===== src/rtl/lock_watchdog.sv =====
// rtl/lock_watchdog.sv - lock supervisor driving an external timeout counter and relock handshake
//
// Purpose:
//   Watches a lock-quality indicator. A full timeout out of range raises a
//   relock request; after the acknowledge the same external counter acts as a
//   settle timer. A settle ending in range recovers the lock; otherwise the
//   attempt is counted, up to max_retries_i, after which the block is FAILED.
//
// Ports:
//   clk_i          in   system clock, rising edge
//   rst_i          in   asynchronous active-high reset
//   enable_i       in   1 = supervise, 0 = force IDLE and clear retry count
//   in_range_i     in   lock-quality indicator
//   overflow_i     in   sticky overflow from the external timeout counter
//   hold_o         out  1 = hold/clear the external counter
//   max_retries_i  in   relock attempts allowed before FAILED
//   relock_req_o   out  level relock request (RELOCK only)
//   relock_ack_i   in   relock acknowledge
//   locked_o       out  1 in LOCKED only
//   failed_o       out  1 in FAILED only
//   retry_cnt_o    out  attempts since last successful lock
//   state_o        out  state code

module lock_watchdog #(
    parameter int MAXRW = 8
) (
    input  logic             clk_i,
    input  logic             rst_i,
    input  logic             enable_i,
    input  logic             in_range_i,
    input  logic             overflow_i,
    output logic             hold_o,
    input  logic [MAXRW-1:0] max_retries_i,
    output logic             relock_req_o,
    input  logic             relock_ack_i,
    output logic             locked_o,
    output logic             failed_o,
    output logic [MAXRW-1:0] retry_cnt_o,
    output logic [2:0]       state_o
);

    typedef enum logic [2:0] {
        ST_IDLE   = 3'd0,
        ST_LOCKED = 3'd1,
        ST_TIMING = 3'd2,
        ST_RELOCK = 3'd3,
        ST_SETTLE = 3'd4,
        ST_FAILED = 3'd5
    } state_t;

    state_t           r_state;
    state_t           w_state_next;
    logic [MAXRW-1:0] r_retry_cnt;
    logic [MAXRW-1:0] w_retry_next;
    // High during the first cycle of TIMING/SETTLE, while the counter is
    // still leaving hold and its overflow flag may be stale.
    logic             r_blank;
    logic             w_blank_next;
    logic             w_ovf_valid;
    logic             w_counting_next;

    logic             r_hold;
    logic             r_relock_req;
    logic             r_locked;
    logic             r_failed;

    assign w_ovf_valid = overflow_i && !r_blank;

    always_comb begin
        w_state_next = r_state;
        w_retry_next = r_retry_cnt;

        if (!enable_i) begin
            w_state_next = ST_IDLE;
            w_retry_next = '0;
        end else begin
            case (r_state)
                ST_IDLE: begin
                    w_state_next = in_range_i ? ST_LOCKED : ST_TIMING;
                end
                ST_LOCKED: begin
                    if (!in_range_i) begin
                        w_state_next = ST_TIMING;
                    end
                end
                ST_TIMING: begin
                    if (in_range_i) begin
                        w_state_next = ST_LOCKED;
                    end else if (w_ovf_valid) begin
                        if (r_retry_cnt == max_retries_i) begin
                            w_state_next = ST_FAILED;
                        end else begin
                            w_state_next = ST_RELOCK;
                            if (r_retry_cnt != '1) begin
                                w_retry_next = r_retry_cnt + 1'b1;
                            end
                        end
                    end
                end
                ST_RELOCK: begin
                    if (relock_ack_i) begin
                        w_state_next = ST_SETTLE;
                    end
                end
                ST_SETTLE: begin
                    if (w_ovf_valid) begin
                        if (in_range_i) begin
                            w_state_next = ST_LOCKED;
                            w_retry_next = '0;
                        end else if (r_retry_cnt == max_retries_i) begin
                            w_state_next = ST_FAILED;
                        end else begin
                            w_state_next = ST_RELOCK;
                            if (r_retry_cnt != '1) begin
                                w_retry_next = r_retry_cnt + 1'b1;
                            end
                        end
                    end
                end
                ST_FAILED: begin
                    w_state_next = ST_FAILED;
                end
                default: begin
                    w_state_next = ST_IDLE;
                    w_retry_next = '0;
                end
            endcase
        end
    end

    // TIMING and SETTLE are only entered from states that hold the counter,
    // so the counter always starts from a cleared value.
    assign w_counting_next = (w_state_next == ST_TIMING) || (w_state_next == ST_SETTLE);
    assign w_blank_next    = w_counting_next && (w_state_next != r_state);

    always_ff @(posedge clk_i or posedge rst_i) begin
        if (rst_i) begin
            r_state      <= ST_IDLE;
            r_retry_cnt  <= '0;
            r_blank      <= 1'b0;
            r_hold       <= 1'b1;
            r_relock_req <= 1'b0;
            r_locked     <= 1'b0;
            r_failed     <= 1'b0;
        end else begin
            r_state      <= w_state_next;
            r_retry_cnt  <= w_retry_next;
            r_blank      <= w_blank_next;
            r_hold       <= !w_counting_next;
            r_relock_req <= (w_state_next == ST_RELOCK);
            r_locked     <= (w_state_next == ST_LOCKED);
            r_failed     <= (w_state_next == ST_FAILED);
        end
    end

    assign hold_o       = r_hold;
    assign relock_req_o = r_relock_req;
    assign locked_o     = r_locked;
    assign failed_o     = r_failed;
    assign retry_cnt_o  = r_retry_cnt;
    assign state_o      = r_state;

endmodule


===== config.mk =====
export PLATFORM = sky130hd
export DESIGN_NAME = lock_watchdog
export DESIGN_NICKNAME = d
export VERILOG_FILES = /design/src/rtl/lock_watchdog.sv
export SDC_FILE = /design/constraint.sdc
export NUM_CORES = 1
export LEC_CHECK = 0
export ABC_AREA = 1
export CAP_MARGIN = 0
export CORE_UTILIZATION = 25
export DETAILED_ROUTE_END_ITERATION = 8
export MAX_ROUTING_LAYER = met4
export PLACE_DENSITY_LB_ADDON = 0.08
export REMOVE_ABC_BUFFERS = 1
export SYNTH_ARGS = -nofsm -noshare
export SYNTH_HDL_FRONTEND = slang
export SYNTH_SLANG_ARGS = --single-unit

===== constraint.sdc =====
create_clock -name clk_i -period 1.6 [get_ports clk_i]
set_input_delay 0.4 -clock clk_i [delete_from_list [all_inputs] [get_ports clk_i]]
set_output_delay 0.4 -clock clk_i [all_outputs]
set_load 0.005 [all_outputs]

==> impl_metrics.toml, run 1 <==
[status]
status = "complete, but fails checks"
violations = "negative setup slack"

[synthesis]
yosysUniqueCellTypes = 26
syn_inst = 160
avgSynthCellArea_sq_um = 6.90
syn_area_sq_um = 1100
synth_top_cell_area_share = 0.340
ys_seq_area_frac = 0.364
yosysWarnings = 0
yosys-top-cells-area = "dfrtp_1, nand2_1, inv_1"
yosys.area.top_type = "dfrtp_1"
synth-seq-cells = 16

[pwr]
clkPwrFrac = 0.255
intPower_uw = 865
ir_worst_vdd_v = 0.000259
p_sw_frac = 0.310
power_leakage_nw = 1.13
power_density_nw_per_um2 = 607
power.total_mw = 1.25
power_switching_uw = 389
p_comb_frac = 0.380
power_frac_seq = 0.365

[detailed_routing]
first_pass_iters = 4
wl_per_cell_microns = 11.1
postRouteAntennaNets = 0
num_vias = 1305
finalWirelength_microns = 3300
routed_via_density = 4.41
drc = 0
first_iter_violations = 22

[worst_hold_path]
min_path_type = "in -> async"

[clocking]
tritoncts = "built"
path_clk_slew_ns = 0.07
insertion_delay_ns = 0.25
numCtsBuffers = 3
cts.path.max_buffers = 2
cts-root-buf = "clkbuf_8"
cts_htree_levels = 1
clkSinkCount = 16

[final_layout]
fin_nets = 262
fin_area_sq_um = 2060
layout-drive-gt1-share = 0.488
diodes = 0
area_growth_syn_to_layout_pct = 87.0
fillers = 395
final_cell_mix = "buf_4, nand2_1, inv_1"
final_common_cell = "buf_4"

[grt]
grt_max_degree = 10
grt_antenna_before_repair = 0
grt_pass1_wl_microns = 5160
gr-total-overflow = 0
grt_pass1_vias = 1239
grt.total_usage = 0.156

[placed_design]
gp_congestion = 0.845
port_buffers = 28
hpwlAfterDp_microns = 2360
dp_slack_ns = -0.432
placed_area_sq_um = 1690

[setup_path]
required_ns = 1.78
critPathLaunchType = "flop"
slowest_stage = "dfrtp_1"
cp.arrival_ns = 1.85
critPathCaptureType = "flop"
critPathBufInv = 0
r2r-start = "retry_cnt_o[1]$_DFFE_PP0P_"
path_cells = "ha_2 -> nand2_2 -> nor2_2 -> nand2_1 -> nor2_2 -> nand2_2 -> nor2_4 -> nor2_4 -> nand4_1 -> o21ai_1 -> a21oi_1"
crit_family = "simple AND/OR/NAND/NOR gates"
slowest_delay_ns = 0.42
critPathLaunch = "retry_cnt_o[1]$_DFFE_PP0P_"
crit_type = "reg -> reg"
critPathMaxFanout = 5

[floorplanning]
start_util = 0.268
core_sq_um = 4120
ios = 29
dieArea_sq_um = 4680
rows = 23
die_x_microns = 68.4
die_y_microns = 68.4

[timing]
finalWorstSetupSlack_ns = -0.0745
fin_crit_sh = 1.05
setup_tns_ns = -0.376
rsz0062_at_grt = "true"
worst_hold_slack_ns = 0.401
drv_slew = 0
finalSetupViolations = 9
slew_headroom = 0.784
layout_min_cycle_time_ns = 1.67
hold_violations = 0
worst_pin_slew_ns = 0.321
max_freq_mhz = 597
skew_ns = 0.00457

[job]
drv_cap = 0
[cells by family after synthesis]
logic type                 count (synthesis)  share of synthesized area
and+or+nand+nor                           83                      0.353
buffers and inverters                     34                      0.116
AOI/OAI and AO/OA                         23                      0.133
DFF                                       16                      0.364
xor gates and xnor gates                   3                     0.0238
adders and majority gates                  1                     0.0113
[layer usage]
metal  track usage  share of wire
met1         0.198           0.48
met2         0.235           0.45
met5             -              0
met4        0.0807          0.022
met3        0.0267          0.045
[sequential cells by signal, summed over array words and instances (netlist names)]
register,cells
failed_o,1
hold_o,1
locked_o,1
r_blank,1
relock_req_o,1
retry_cnt_o,8
state_o,3
[layout make-up]
type / instances / area [sq um] / area share
Inverter: 34 / 133 / 0.0643
Sequential cell: 16 / 404 / 0.196
Clock buffer: 4 / 45.0 / 0.0218
Timing Repair Buffer: 82 / 716 / 0.347
Multi-Input combinational cell: 110 / 703 / 0.341
Tap cell: 50 / 62.6 / 0.0303
[path summary, 6_finish.rpt]
check,endpoint,slack [ns],cells after the start
worst max-delay path,retry_cnt_o[5]$_DFFE_PP0P_,-0.07,11
worst min-delay path,state_o[2]$_DFF_PP0_,0.40,2
worst max register to register,retry_cnt_o[5]$_DFFE_PP0P_,-0.07,11
worst min register to register,retry_cnt_o[5]$_DFFE_PP0P_,0.69,3
max in group asynchronous,retry_cnt_o[0]$_DFFE_PP0P_,0.75,3
min in group clk_i,retry_cnt_o[5]$_DFFE_PP0P_,0.69,3
[power groups by stage]
stage / combinational [mW] / sequential (mW) / clock [mW]
2_1_floorplan: 0.151 / 0.464 / 0
3_3_place_gp: 0.344 / 0.461 / 0
3_5_place_dp: 0.344 / 0.463 / 0
4_1_cts: 0.417 / 0.456 / 0.328
5_1_grt: 0.522 / 0.461 / 0.348
6_report: 0.476 / 0.457 / 0.320
[synth_stat cells]
master / instances
a211oi_1: 1
a211oi_2: 1
a21boi_0: 1
a21o_1: 1
a21oi_1: 4
a31oi_1: 1
dfrtp_1: 15
dfstp_2: 1
ha_1: 1
inv_1: 20
inv_2: 14
nand2_1: 43
nand2_2: 7
nand3_1: 14
nand3_2: 1
nand4_1: 2
nor2_1: 9
nor2_2: 2
nor2_4: 3
nor3_1: 1
nor4_1: 1
o211ai_1: 3
o21ai_0: 6
o21ai_1: 3
o21ai_2: 2
xnor2_1: 3
[through the flow]
| stage | std cells | utilization |
|---|---|---|
| after global placement | 271 | 0.412 |
| final | 296 | 0.501 |
| after floorplan | 160 | - |
| after global routing | 296 | 0.501 |
| after CTS | 294 | 0.467 |
| after detailed placement | 271 | 0.412 |
[what timing repair did]
action	CTS	global route
setup buffers	20	4
cloned	0	0
resized for setup	37	37
endpoints found under the setup margin	23	19
pin swaps	27	20
hold buffers	0	0
endpoints found under the hold margin	0	0
[worst register-to-register path, cell delays in order, from the launching register on]
cell     delay, ns
dfrtp_1       0.42
ha_2          0.22
nand2_2       0.07
nor2_2        0.10
nand2_1       0.09
nor2_2        0.12
nand2_2       0.09
nor2_4        0.10
nor2_4        0.06
nand4_1       0.13
o21ai_1       0.08
a21oi_1       0.13
No activity file was read; power rests on OpenSTA's default activity.
==> inputs of run 2 (changes only) <==
--- a/config.mk
+++ b/config.mk
@@ -7,7 +7,8 @@
 export LEC_CHECK = 0
 export ABC_AREA = 1
 export CAP_MARGIN = 0
-export CORE_UTILIZATION = 25
+export CORE_UTILIZATION = 43
+export CTS_CLUSTER_DIAMETER = 40
 export DETAILED_ROUTE_END_ITERATION = 8
 export MAX_ROUTING_LAYER = met4
 export PLACE_DENSITY_LB_ADDON = 0.08
==> impl_metrics.toml, run 2 (synthesized netlist as in run 1, its figures left out) <==
[status]
status = "complete, but fails checks"
violations = "negative setup slack"

[detailed_routing]
route.met3.wl_microns = 185
first_iter_violations = 21
first_pass_iters = 4
wl_per_cell_microns = 13.7
num_vias = 1368
wl_met1_microns = 1310
dr.max_layer_used = "met4"
finalWirelength_microns = 3640
routed_via_density = 5.14
met2WireLength_microns = 2050
drc = 0
postRouteAntennaNets = 0

[final_layout]
fin_area_sq_um = 1990
final_common_cell = "buf_4"
fin_nets = 254
diodes = 0
layout-drive-gt1-share = 0.504
largest_reg_flops = 8
final_cell_mix = "buf_4, nand2_1, nand2_2"
area_growth_syn_to_layout_pct = 79.9

[clocking]
insertion_delay_ns = 0.29
tritoncts = "built"
holdBufCountCts = 0
cts_htree_levels = 1
cts.path.max_buffers = 2
path_clk_slew_ns = 0.10
numCtsBuffers = 3
cts-root-buf = "clkbuf_4"
clkSinkCount = 16

[floorplanning]
dieArea_sq_um = 2770
rows = 17
core_sq_um = 2320
die_x_microns = 52.7
ios = 29
die_y_microns = 52.7
start_util = 0.476

[setup_path]
crit_type = "in -> reg"
critPathBufInv = 2
path_cells = "clkdlybuf4s50_1 -> inv_1 -> nand2_2 -> nand2_2 -> nand2_2 -> nor2_4 -> nand2_2 -> nand2_2 -> nor2_4 -> nand4_1 -> o21ai_1 -> a21oi_1"
required_ns = 1.79
crit_family = "simple AND/OR/NAND/NOR gates"
cp_common_cell = "nand2_2"
critPathLaunchType = "primary input"
slowest_delay_ns = 0.51
critPathLaunch = "max_retries_i[1]"
r2r-start = "retry_cnt_o[0]$_DFFE_PP0P_"
critPathCaptureType = "flop"
critPathMaxFanout = 5
cp.arrival_ns = 1.89
slowest_stage = "clkdlybuf4s50_1"
rrSetupSlack_ns = -0.08

[grt]
grt_pass1_wl_microns = 5140
gr-total-overflow = 0
grt_pass1_vias = 1271
grt_antenna_before_repair = 0
grt_max_degree = 17
grt.total_usage = 0.267

[pwr]
power.total_mw = 1.19
ir_worst_vdd_v = 0.000543
power_density_nw_per_um2 = 598
power_leakage_nw = 1.10

[timing]
fin_crit_sh = 1.06
finalWorstSetupSlack_ns = -0.102
worst_pin_slew_ns = 0.384
hold_violations = 0
drv_slew = 0
finalSetupViolations = 8
slew_headroom = 0.741
max_freq_mhz = 587
layout_min_cycle_time_ns = 1.70
setup_tns_ns = -0.579
worst_hold_slack_ns = 0.404
skew_ns = 0.00161
rsz0062_at_grt = "true"

[worst_hold_path]
min_path_type = "in -> async"

[job]
drv_cap = 0

[placed_design]
dp_slack_ns = -0.414
placed_area_sq_um = 1590
port_buffers = 28
hpwlAfterDp_microns = 2150
gp_congestion = 0.952
[run 2: cell type report]
cell class | count | area, sq um
clock buffers | 4 | 36.3
fillers | 137 | 333
inverters | 34 | 138
multi-input cells | 110 | 729
flip-flops and latches | 16 | 407
well taps | 28 | 35.0
repair buffers | 74 | 641
[run 2: layer usage]
layer  track usage  up-vias
li1              -      661
met1         0.251      639
met2         0.517       57
met3        0.0493       11
met4         0.114        0
met5             -        -
[run 2: per-stage QoR]
step           utilization  std cells
2_1_floorplan            -        160
3_3_place_gp         0.686        239
3_5_place_dp         0.686        239
4_1_cts              0.779        262
5_1_grt              0.856        266
6_report             0.856        266
[run 2: worst register-to-register path, stage by stage, from the launching register on]
cell,delay [ns]
dfrtp_2,0.46
buf_6,0.14
inv_4,0.05
nand2_2,0.05
nand2_2,0.07
nand2_2,0.07
nor2_4,0.15
nand3_2,0.09
nand2_2,0.08
nand3_2,0.07
nand2_4,0.09
nand2_4,0.06
nand2_1,0.06
nand2_1,0.07
a21oi_2,0.12
[run 2: final timing paths]
kind	to	depth (start not counted)
worst max-delay path	retry_cnt_o[5]$_DFFE_PP0P_	12
worst min-delay path	retry_cnt_o[4]$_DFFE_PP0P_	3
worst max register to register	r_blank$_DFF_PP0_	14
worst min register to register	retry_cnt_o[5]$_DFFE_PP0P_	3
max in group asynchronous	hold_o$_DFF_PP1_	3
min in group clk_i	retry_cnt_o[5]$_DFFE_PP0P_	3
[run 2: report_power, final]
part           internal, mW  switching [mW]
Sequential            0.432          0.0293
Combinational         0.225           0.223
Clock                 0.139           0.139
[run 2: timing repair]
item,CTS,global route
setup endpoints to repair,22,15
resized for setup,35,47
pin swaps,23,25
buffers inserted,19,7
==> inputs of run 3 (changes only) <==
--- a/config.mk
+++ b/config.mk
@@ -7,9 +7,10 @@
 export LEC_CHECK = 0
 export ABC_AREA = 1
 export CAP_MARGIN = 0
-export CORE_UTILIZATION = 43
+export CORE_UTILIZATION = 55
 export CTS_CLUSTER_DIAMETER = 40
 export DETAILED_ROUTE_END_ITERATION = 8
+export DONT_BUFFER_PORTS = 1
 export MAX_ROUTING_LAYER = met4
 export PLACE_DENSITY_LB_ADDON = 0.08
 export REMOVE_ABC_BUFFERS = 1
==> impl_metrics.toml, run 3 (synthesized netlist as in run 1, its figures left out) <==
[timing]
finalSetupViolations = 9
hold_violations = 0
fin_crit_sh = 1.07
setup_tns_ns = -0.425
finalWorstSetupSlack_ns = -0.104
worst_hold_slack_ns = 0.0716
slew_headroom = 0.575
max_freq_mhz = 587
layout_min_cycle_time_ns = 1.70
worst_pin_slew_ns = 0.637
rsz0062_at_grt = "true"
skew_ns = 0.00326
drv_slew = 0

[placed_design]
dp_slack_ns = -0.0299
port_buffers = 0
placed_area_sq_um = 1230
dp_cells = 198
hpwlAfterDp_microns = 1880
gp_congestion = 0.884

[pwr]
power_frac_seq = 0.436
ir_worst_vdd_v = 0.000611
clkPwrFrac = 0.264
intPower_uw = 703
power_leakage_nw = 0.783
power_density_nw_per_um2 = 707
p_sw_frac = 0.322
p_comb_frac = 0.300
power.total_mw = 1.04
power_switching_uw = 334

[final_layout]
area_growth_syn_to_layout_pct = 32.8
diodes = 0
final_cell_mix = "nand2_1, buf_4, inv_1"
largest_reg_flops = 8
instances_no_fill = 217
layout-drive-gt1-share = 0.427
final_common_cell = "nand2_1"
fin_nets = 208
final_util = 0.813
fin_area_sq_um = 1470

[setup_path]
cp_common_cell = "nor2_4"
r2r_end = "retry_cnt_o[3]$_DFFE_PP0P_"
crit_family = "simple AND/OR/NAND/NOR gates"
critPathMaxFanout = 7
slowest_stage = "dfrtp_1"
crit_type = "reg -> reg"
critPathBufInv = 2
critPathCaptureType = "flop"
slowest_delay_ns = 0.40
rrSetupSlack_ns = -0.10
required_ns = 1.78
cp.arrival_ns = 1.89
ff2ff_path_depth = 12
r2r-start = "retry_cnt_o[1]$_DFFE_PP0P_"
critPathLaunchType = "flop"
critPathLaunch = "retry_cnt_o[1]$_DFFE_PP0P_"
path_cells = "ha_2 -> nand2_2 -> nor2_4 -> nand2_2 -> nor2_4 -> nand2_2 -> nor2_4 -> nor2_4 -> inv_2 -> o21ai_2 -> nand3_1 -> inv_1"

[status]
violations = "negative setup slack"
status = "complete, but fails checks"

[clocking]
clkSinkCount = 16
tritoncts = "built"
numCtsBuffers = 3
holdBufCountCts = 0
cts.path.max_buffers = 2
cts-root-buf = "clkbuf_4"
insertion_delay_ns = 0.29
cts_htree_levels = 1
path_clk_slew_ns = 0.10

[floorplanning]
rows = 15
die_y_microns = 46.8
core_sq_um = 1800
ios = 29
start_util = 0.612
dieArea_sq_um = 2190
die_x_microns = 46.8

[grt]
gr-total-overflow = 0
grt_max_degree = 17
grt.total_usage = 0.274
grt_antenna_before_repair = 0
grt_pass1_vias = 999
grt_pass1_wl_microns = 4060

[detailed_routing]
routed_via_density = 5.45
first_iter_violations = 36
first_pass_iters = 4
num_vias = 1183
wl_per_cell_microns = 13.7
postRouteAntennaNets = 0
finalWirelength_microns = 2980
drc = 0

[worst_hold_path]
min_path_type = "in -> async"

[job]
drv_cap = 0
run 3: cell count changes in the layout (fill, tap and decap cells not counted), sizes merged:
cell	previous run	this run
dlygate4sd2	12	0
dlymetal6s2s	3	0
clkdlybuf4s15	2	0
clkdlybuf4s50	11	0
buf	46	28
run 3: final cells by class:
cell class / count / area [sq um]
Multi-Input combinational cell: 110 / 643
Sequential cell: 16 / 404
Fill cell: 127 / 337
Timing Repair Buffer: 28 / 218
Inverter: 34 / 133
Clock buffer: 4 / 36.3
Tap cell: 25 / 31.3
run 3: worst max path at each step:
| stage | end | slack [ns] | cells after the start |
|---|---|---|---|
| after detailed placement | retry_cnt_o[5]$_DFFE_PP0P_ | -0.03 | 9 |
| after global placement | r_blank$_DFF_PP0_ | -0.02 | 14 |
| after global routing | retry_cnt_o[3]$_DFFE_PP0P_ | -0.21 | 12 |
| after CTS | r_blank$_DFF_PP0_ | -0.006 | 14 |
| after floorplan | retry_cnt_o[2]$_DFFE_PP0P_ | 0.04 | 11 |
| final | retry_cnt_o[3]$_DFFE_PP0P_ | -0.10 | 12 |
run 3: power groups by stage:
stage	Sequential, mW	Clock, mW	Combinational, mW
finish	0.452	0.273	0.311
global placement	0.457	0	0.226
detailed placement	0.457	0	0.232
CTS	0.449	0.280	0.251
floorplan	0.464	0	0.151
global route	0.454	0.298	0.341
run 3: timing repair:
action	CTS	global route
endpoints found under the setup margin	5	13
gates resized for setup	1	29
pin swaps	7	18
setup buffers	7	8
cloned	0	0
run 3: routing by layer:
| metal | routed length [microns] | track usage | vias up | part of all wire |
|---|---|---|---|---|
| li1 | - | - | 567 | - |
| met2 | 1460 | 0.419 | 54 | 0.49 |
| met5 | 0 | - | - | 0 |
| met4 | 37 | 0.114 | 0 | 0.012 |
| met1 | 1320 | 0.350 | 556 | 0.44 |
| met3 | 164 | 0.0615 | 6 | 0.055 |
